==> config.mk <==
export PLATFORM = sky130hd
export DESIGN_NAME = abr_masked_share_pipe
export DESIGN_NICKNAME = d
export VERILOG_FILES = /design/src/rtl/abr_masked_share_pipe.sv
export SDC_FILE = /design/constraint.sdc
export NUM_CORES = 1
export LEC_CHECK = 0
export ABC_CLOCK_PERIOD_IN_PS = 30600
export BUFFER_PORTS_ARGS = -buffer_cell sky130_fd_sc_hd__buf_2
export CAP_MARGIN = 40
export CELL_PAD_IN_SITES_DETAIL_PLACEMENT = 0
export CELL_PAD_IN_SITES_GLOBAL_PLACEMENT = 1
export CORE_ASPECT_RATIO = 1.1
export CORE_MARGIN = 2
export CORE_UTILIZATION = 46
export CTS_BUF_LIST = sky130_fd_sc_hd__clkbuf_8 sky130_fd_sc_hd__clkbuf_16
export CTS_CLUSTER_DIAMETER = 120
export DETAILED_ROUTE_END_ITERATION = 6
export PLACE_DENSITY_LB_ADDON = 0.1
export SLEW_MARGIN = 20
export SYNTH_ARGS = -nofsm -noshare
export SYNTH_HDL_FRONTEND = slang
export SYNTH_SLANG_ARGS = --single-unit
==> constraint.sdc <==
create_clock -name clk -period 30.6 [get_ports clk]
set_input_delay 3.06 -clock clk [delete_from_list [all_inputs] [get_ports clk]]
set_output_delay 3.06 -clock clk [all_outputs]
set_load 0.005 [all_outputs]
==> src/rtl/abr_masked_share_pipe.sv <==
// abr_masked_share_pipe: valid-tagged delay line for Boolean-masked words with runtime depth and optional share refresh
module abr_masked_share_pipe #(
  parameter int WIDTH         = 46,
  parameter int SHARES        = 2,
  parameter int MAX_DEPTH     = 8,
  parameter int DEFAULT_DEPTH = 5,
  parameter int REFRESH       = 0,
  parameter int DW            = $clog2(MAX_DEPTH + 1)
) (
  input  logic                                clk,
  input  logic                                rst,
  input  logic                                zeroize,
  input  logic                                en,
  input  logic                                in_valid,
  input  logic [WIDTH*SHARES-1:0]             in_shares,
  input  logic [WIDTH*(SHARES-1)*MAX_DEPTH-1:0] rnd,
  input  logic                                cfg_we,
  input  logic [DW-1:0]                       cfg_depth,
  output logic                                out_valid,
  output logic [WIDTH*SHARES-1:0]             out_shares,
  output logic                                busy,
  output logic                                cfg_err,
  output logic [DW-1:0]                       cur_depth
);
  localparam int SW = WIDTH * SHARES;
  localparam int RW = WIDTH * (SHARES - 1);
  localparam int AW = MAX_DEPTH > 1 ? $clog2(MAX_DEPTH) : 1;
  logic [SW-1:0]        stage_q [MAX_DEPTH];
  logic [SW-1:0]        stage_d [MAX_DEPTH];
  logic [MAX_DEPTH-1:0] vld_q, vld_d;
  logic [DW-1:0]        cnt_q, cnt_d, depth_q, depth_d;
  logic                 err_q, acc;
  logic [AW-1:0]        tap;
  // Each r_s is XORed into share s and also into the last share, so the per-bit XOR is unchanged.
  function automatic logic [SW-1:0] refresh_mask(input logic [RW-1:0] r);
    logic [SW-1:0] m;
    logic          x;
    m = '0;
    for (int i = 0; i < WIDTH; i++) begin
      x = 1'b0;
      for (int s = 0; s < SHARES - 1; s++) begin
        m[i*SHARES+s] = r[i*(SHARES-1)+s];
        x ^= r[i*(SHARES-1)+s];
      end
      m[i*SHARES+SHARES-1] = x;
    end
    return m;
  endfunction
  for (genvar k = 0; k < MAX_DEPTH; k++) begin : g_st
    logic [SW-1:0] src;
    logic          sv;
    if (k == 0) begin : g_head
      assign src = in_valid ? in_shares : '0;
      assign sv  = in_valid;
    end else begin : g_tail
      assign src = stage_q[k-1];
      assign sv  = vld_q[k-1];
    end
    assign stage_d[k] = (REFRESH != 0 && sv) ? src ^ refresh_mask(rnd[k*RW +: RW]) : src;
    assign vld_d[k]   = sv;
  end
  assign cnt_d   = cnt_q + DW'(in_valid) - DW'(vld_q[MAX_DEPTH-1]);
  assign acc     = zeroize || (cnt_q == '0 && (!in_valid || !en));
  assign depth_d = cfg_depth == '0 ? DW'(1) : cfg_depth > DW'(MAX_DEPTH) ? DW'(MAX_DEPTH) : cfg_depth;
  always_ff @(posedge clk or posedge rst) begin
    if (rst) begin
      stage_q <= '{default: '0};
      vld_q   <= '0;
      cnt_q   <= '0;
      depth_q <= DW'(DEFAULT_DEPTH);
      err_q   <= 1'b0;
    end else begin
      if (cfg_we && acc) depth_q <= depth_d;
      err_q <= cfg_we && !acc;
      if (zeroize) begin
        stage_q <= '{default: '0};
        vld_q   <= '0;
        cnt_q   <= '0;
      end else if (en) begin
        stage_q <= stage_d;
        vld_q   <= vld_d;
        cnt_q   <= cnt_d;
      end
    end
  end
  assign tap        = AW'(depth_q - DW'(1));
  assign out_valid  = vld_q[tap];
  assign out_shares = stage_q[tap];
  assign busy       = cnt_q != '0;
  assign cfg_err    = err_q;
  assign cur_depth  = depth_q;
endmodule
* After elaboration in Yosys (flattened, before gate mapping) *
Index checks and enable logic that the tools add are counted.
W data, S select, Z words.

storage, ports and cells
  flip-flop bits (word level) = 753
  word-level logic and storage cells = 45
  output and inout bits = 99

operators by class
  bitwise gates (word level) = 1
  multiplexer cells = 14
  magnitude comparators = 3
  $add $sub $neg = 3
  reductions and logical operators = 12

operators by type and width
  operator               number
  $mux W736              2
  $bmux W92 S3           1
  $mux W92               3
  $mux W4                4
  $mux W8                2
  $logic_not A4 Y1       2
  $add A4 B1 Y4          1
  $ge A4 B4 Y1 const B   1
  $gt A4 B4 Y1 const B   1
  $lt A3 B4 Y1 const B   1
  $not A3 Y4             1
  $reduce_bool A4 Y1     1
  $sub A4 B1 Y4          1
  $bmux W1 S3            1
  $logic_and A1 B1 Y1    3
  $logic_not A1 Y1       3
  $sub A3 B1 Y3 const B  1
  $logic_or A1 B1 Y1     2
  $reduce_bool A2 Y1     1
  $mux W1                1

* Longest topological paths before layout *
  depth after elaboration = 6
  mapped depth = 12

* Worst setup path before layout *
Ideal clock, no wire load.

  path kind = register to output
  from = register depth_q[0], in the netlist cur_depth[0]
  to = output out_shares[71]
  buffers on the path = 7
  path slack = 24.834 ns
  required time = 27.540 ns
  data arrival time = 2.706 ns
  stages on the path, launching flop included = 12
  cells stage by stage = dfstp_2 buf_6 buf_6 buf_6 buf_2 inv_1 ha_1 buf_2 buf_4 clkbuf_1 mux4_2 mux2_2

on the way
  cells in the longest elaborated chain, start to end = 5

RTL lines
  element                                       RTL line  text
  from (decl)                                   31        logic [DW-1:0] cnt_q, cnt_d, depth_q, depth_d;
  from (signal assigned)                        70        depth_q <= DW'(DEFAULT_DEPTH);
  from (signal assigned)                        73        if (cfg_we && acc) depth_q <= depth_d;
  $sub A3 B1 Y3                                 86        assign tap = AW'(depth_q - DW'(1));
  $not A3 Y4 (not written as such)              88        assign out_shares = stage_q[tap];
  $bmux W92 S3                                  88
  $mux W92 (not written as such) (2 in series)  88
  to (decl)                                     20        output logic [WIDTH*SHARES-1:0] out_shares,

Every way passes these cells. The select of a mux whose other input is x is not followed.

* Worst setup path after layout *
  from = register depth_q[0], in the netlist cur_depth[0]
  to = output out_shares[72]

The elaborated chain is that of the path after synthesis.

==> flow_metrics.env <==
export IMPL_power_leakage_nw=20.2
export IMPL_rows=106
export IMPL_clockBufferDepth=3
export IMPL_cp_endpoint="out_shares[72]"
export IMPL_clk_latency_ns=0.63
export IMPL_fillCellCount=6534
export IMPL_cellPowerDensity_nw_per_um2=57.9
export IMPL_grt_overflow=0
export IMPL_die_width_um=268
export IMPL_placed_area_um2=37300
export IMPL_core_area_um2=76000
export IMPL_rsz0062_at_grt="no"
export IMPL_viasPerCell=5.43
export IMPL_die_y_um=294
export IMPL_max_freq_mhz=142
export IMPL_clkTransAtPathRegs_ns=0.05
export IMPL_hold_class="register to register"
export IMPL_ctsResizeCount=0
export IMPL_pwr_share_comb_pct=13.5
export IMPL_cts_tree="built"
export IMPL_setup_tns_ns=0
export IMPL_switchingPower_w=0.000597
export IMPL_syn_area_um2=35300
export IMPL_cp_end_kind="output port"
export IMPL_critPathRequiredTime_ns=27.54
export IMPL_ys_types=30
export IMPL_ys_seq_elements=753
export IMPL_final_hold_viol_count=0
export IMPL_max_stage_delay_ns=0.76
export IMPL_fin_skew_ns=0.0223
export IMPL_cts_setup_buffers=0
export IMPL_yosysWarningCount=0
export IMPL_crit_fanout=33
export IMPL_slew_viol_final=0
export IMPL_slowest_stage="dfstp_4"
export IMPL_r2r_cells=6
export IMPL_grt_pass1_wl_mm=124
export IMPL_drv_cap=0
export IMPL_post_layout_nonfiller_instances=3907
export IMPL_ys_top_cells_by_area="dfrtp_1 (53%), mux2i_1 (19%), mux4_2 (12%)"
export IMPL_p_int_w=0.00173
export IMPL_place_ws_ns=23.58
export IMPL_synth_cells=2693
export IMPL_drt_initial_drc_count=1215
export IMPL_place_hpwl_mm=44.7
export IMPL_syn_avg_cell_area_um2=13.1
export IMPL_port_buffer_count=200
export IMPL_routabilityCongestion=0.729
export IMPL_ioPinCount=569
export IMPL_drtAntennaViolNets=0
export IMPL_finalCritPeriodShare_pct=23.1
export IMPL_drive_gt1_share_pct=23.1
export IMPL_crit_chain="inv_1 > ha_4 > buf_16 > buf_4 > buf_12 > mux4_2 > mux2_2 > buf_2"
export IMPL_critPathArrivalTime_ns=4.00
export IMPL_slew_limit_headroom_pct=25.7
export IMPL_setup_violations_final=0
export IMPL_pwr_share_clk_pct=42.8
export IMPL_tightestPinTransition_ns=1.11
export IMPL_startpoint_type="register"
export IMPL_netlist_area_leader_share_pct=53.3
export IMPL_first_pass_iters=5
export IMPL_rrSetupSlack_ns=28.80
export IMPL_nets=3290
export IMPL_ys_seq_area_share_pct=53.5
export IMPL_r2r_end="cnt_q[2]"
export IMPL_layout_setup_ws_ns=23.54
export IMPL_grt_max_degree=252
export IMPL_hold_depth=1
export IMPL_synthFlopType="dfrtp_1"
export IMPL_cts_hold_buf=0
export IMPL_peakVddDrop_v=0.0000465
export IMPL_numCtsBuffers=83
export IMPL_vias=21200
export IMPL_grt_use_total_pct=19.7
export IMPL_drt_wl_total_mm=75.8
export IMPL_clockRootBuffer="clkbuf_16"
export IMPL_initial_core_util_pct=46.4
export IMPL_drc_errors=0
export IMPL_first_global_vias=22100
export IMPL_design_area_um2=40200
export IMPL_r2r_start="vld_q[7]"
export IMPL_cp_startpoint="cur_depth[0]"
export IMPL_outcome="finished, final reports clean"
export IMPL_wl_per_cell_um=19.4
export IMPL_dieArea_um2=78900
export IMPL_seq_power_share_pct=43.7
export IMPL_dp_cells=3750
export IMPL_antenna_found_initial=9
export IMPL_period_needed_ns=7.06
export IMPL_syn_to_final_growth_pct=14.0
export IMPL_p_sw_share_pct=25.7
export IMPL_yosys_area_top_type="dfrtp_1"
export IMPL_synth_edf_count=0
export IMPL_path_class="register to output port"
export IMPL_synth_fp_nets=3170
export IMPL_cts_sinks=753
export IMPL_fin_total_pwr_w=0.00233
export IMPL_htree_levels=3
export IMPL_ys_async_sr_fraction_pct=100
-- power groups by stage --
stage / clock network [W] / registers, W / logic [W]
after floorplan: 0 / 0.00103 / 0.000229
after global placement: 0 / 0.00104 / 0.000300
after detailed placement: 0 / 0.00104 / 0.000317
after CTS: 0.00103 / 0.00102 / 0.000318
after global routing: 0.00107 / 0.00102 / 0.000340
final: 0.000995 / 0.00102 / 0.000314
-- synth_stat cells (2+ instances only) --
master	instances
a22o_1	92
buf_1	6
mux4_2	186
clkbuf_1	86
inv_1	10
dfrtp_1	751
nand2b_1	2
dfstp_2	2
mux2_2	95
buf_6	13
mux2i_1	655
ha_1	6
buf_2	112
nor2_1	659
a21oi_1	2
nand2_1	2
-- cell usage in the layout (no fill, tap or decap), types with 3 or more instances in the layout --
cell       Yosys  layout
nor2_1       659     657
dfrtp_1      751     751
buf_4          1      24
buf_2        112     198
diode_2        0       3
clkinv_8       0       3
buf_16         0      14
clkbuf_8       0      28
a22o_1        92      92
mux2_2        95      95
clkinv_2       0       4
inv_1         10      35
buf_12         0      15
mux4_2       186     186
mux2i_1      655     655
ha_1           6       5
clkbuf_16      0      86
-- flip-flops by register name (all words and copies together) (netlist names) --
signal and cells:
cfg_err 1, cnt_q 4, cur_depth 4, g_st.src 644, stage_q 92, vld_q 8
-- worst min-delay path by stage --
stage / start / to / slack [ns]
finish: cur_depth[3] / cur_depth[3] / 0.51
global placement: vld_q[0] / vld_q[0] / 0.48
detailed placement: cur_depth[3] / cur_depth[3] / 0.49
CTS: cur_depth[3] / cur_depth[3] / 0.51
global route: vld_q[0] / vld_q[0] / 0.53
floorplan: vld_q[0] / vld_q[0] / 0.47
-- kinds of logic after synthesis --
group | after synthesis | share of synthesized area [%]
AO/OA/AOI/OAI | 99 | 2.43
adder cells (fa/ha/maj) | 7 | 0.270
AND/OR/NAND/NOR | 668 | 7.17
flip-flops | 753 | 53.5
XOR/XNOR | 2 | 0.0497
buffers and inverters | 228 | 3.11
multiplexers | 936 | 33.5
-- routing by layer --
layer | vias up | share of wire, % | track usage, %
met5 | - | 0.030 | 0.817
met4 | 4 | 2.0 | 5.70
met3 | 110 | 3.9 | 3.52
met2 | 279 | 48 | 31.5
met1 | 11000 | 46 | 27.7
li1 | 9840 | - | -
-- cell type report --
cell class,instances,area (um^2),share of cell area (%)
sequential,753,18800,46.9
inverter,10,45.0,0.112
tap,1026,1280,3.19
multi-input combinational,1712,15400,38.2
timing repair buffer,253,1890,4.69
clock buffer,114,2540,6.31
clock inverter,36,235,0.585
antenna,3,7.51,0.0187
-- through the flow --
step | hold WS, ns | utilization (%)
2_1_floorplan | 0.467 | -
3_3_place_gp | 0.477 | 48.5
3_5_place_dp | 0.493 | 49.1
4_1_cts | 0.505 | 52.7
5_1_grt | 0.526 | 52.9
6_report | 0.510 | 52.9
-- critical path, delay by kind of cell (launching register included) --
family,cells,cell delay (ns)
buffers and inverters,5,1.26
DFF,1,0.76
muxes,2,0.82
adders and majority gates,1,0.47
No activity file was read; power rests on OpenSTA's default activity.
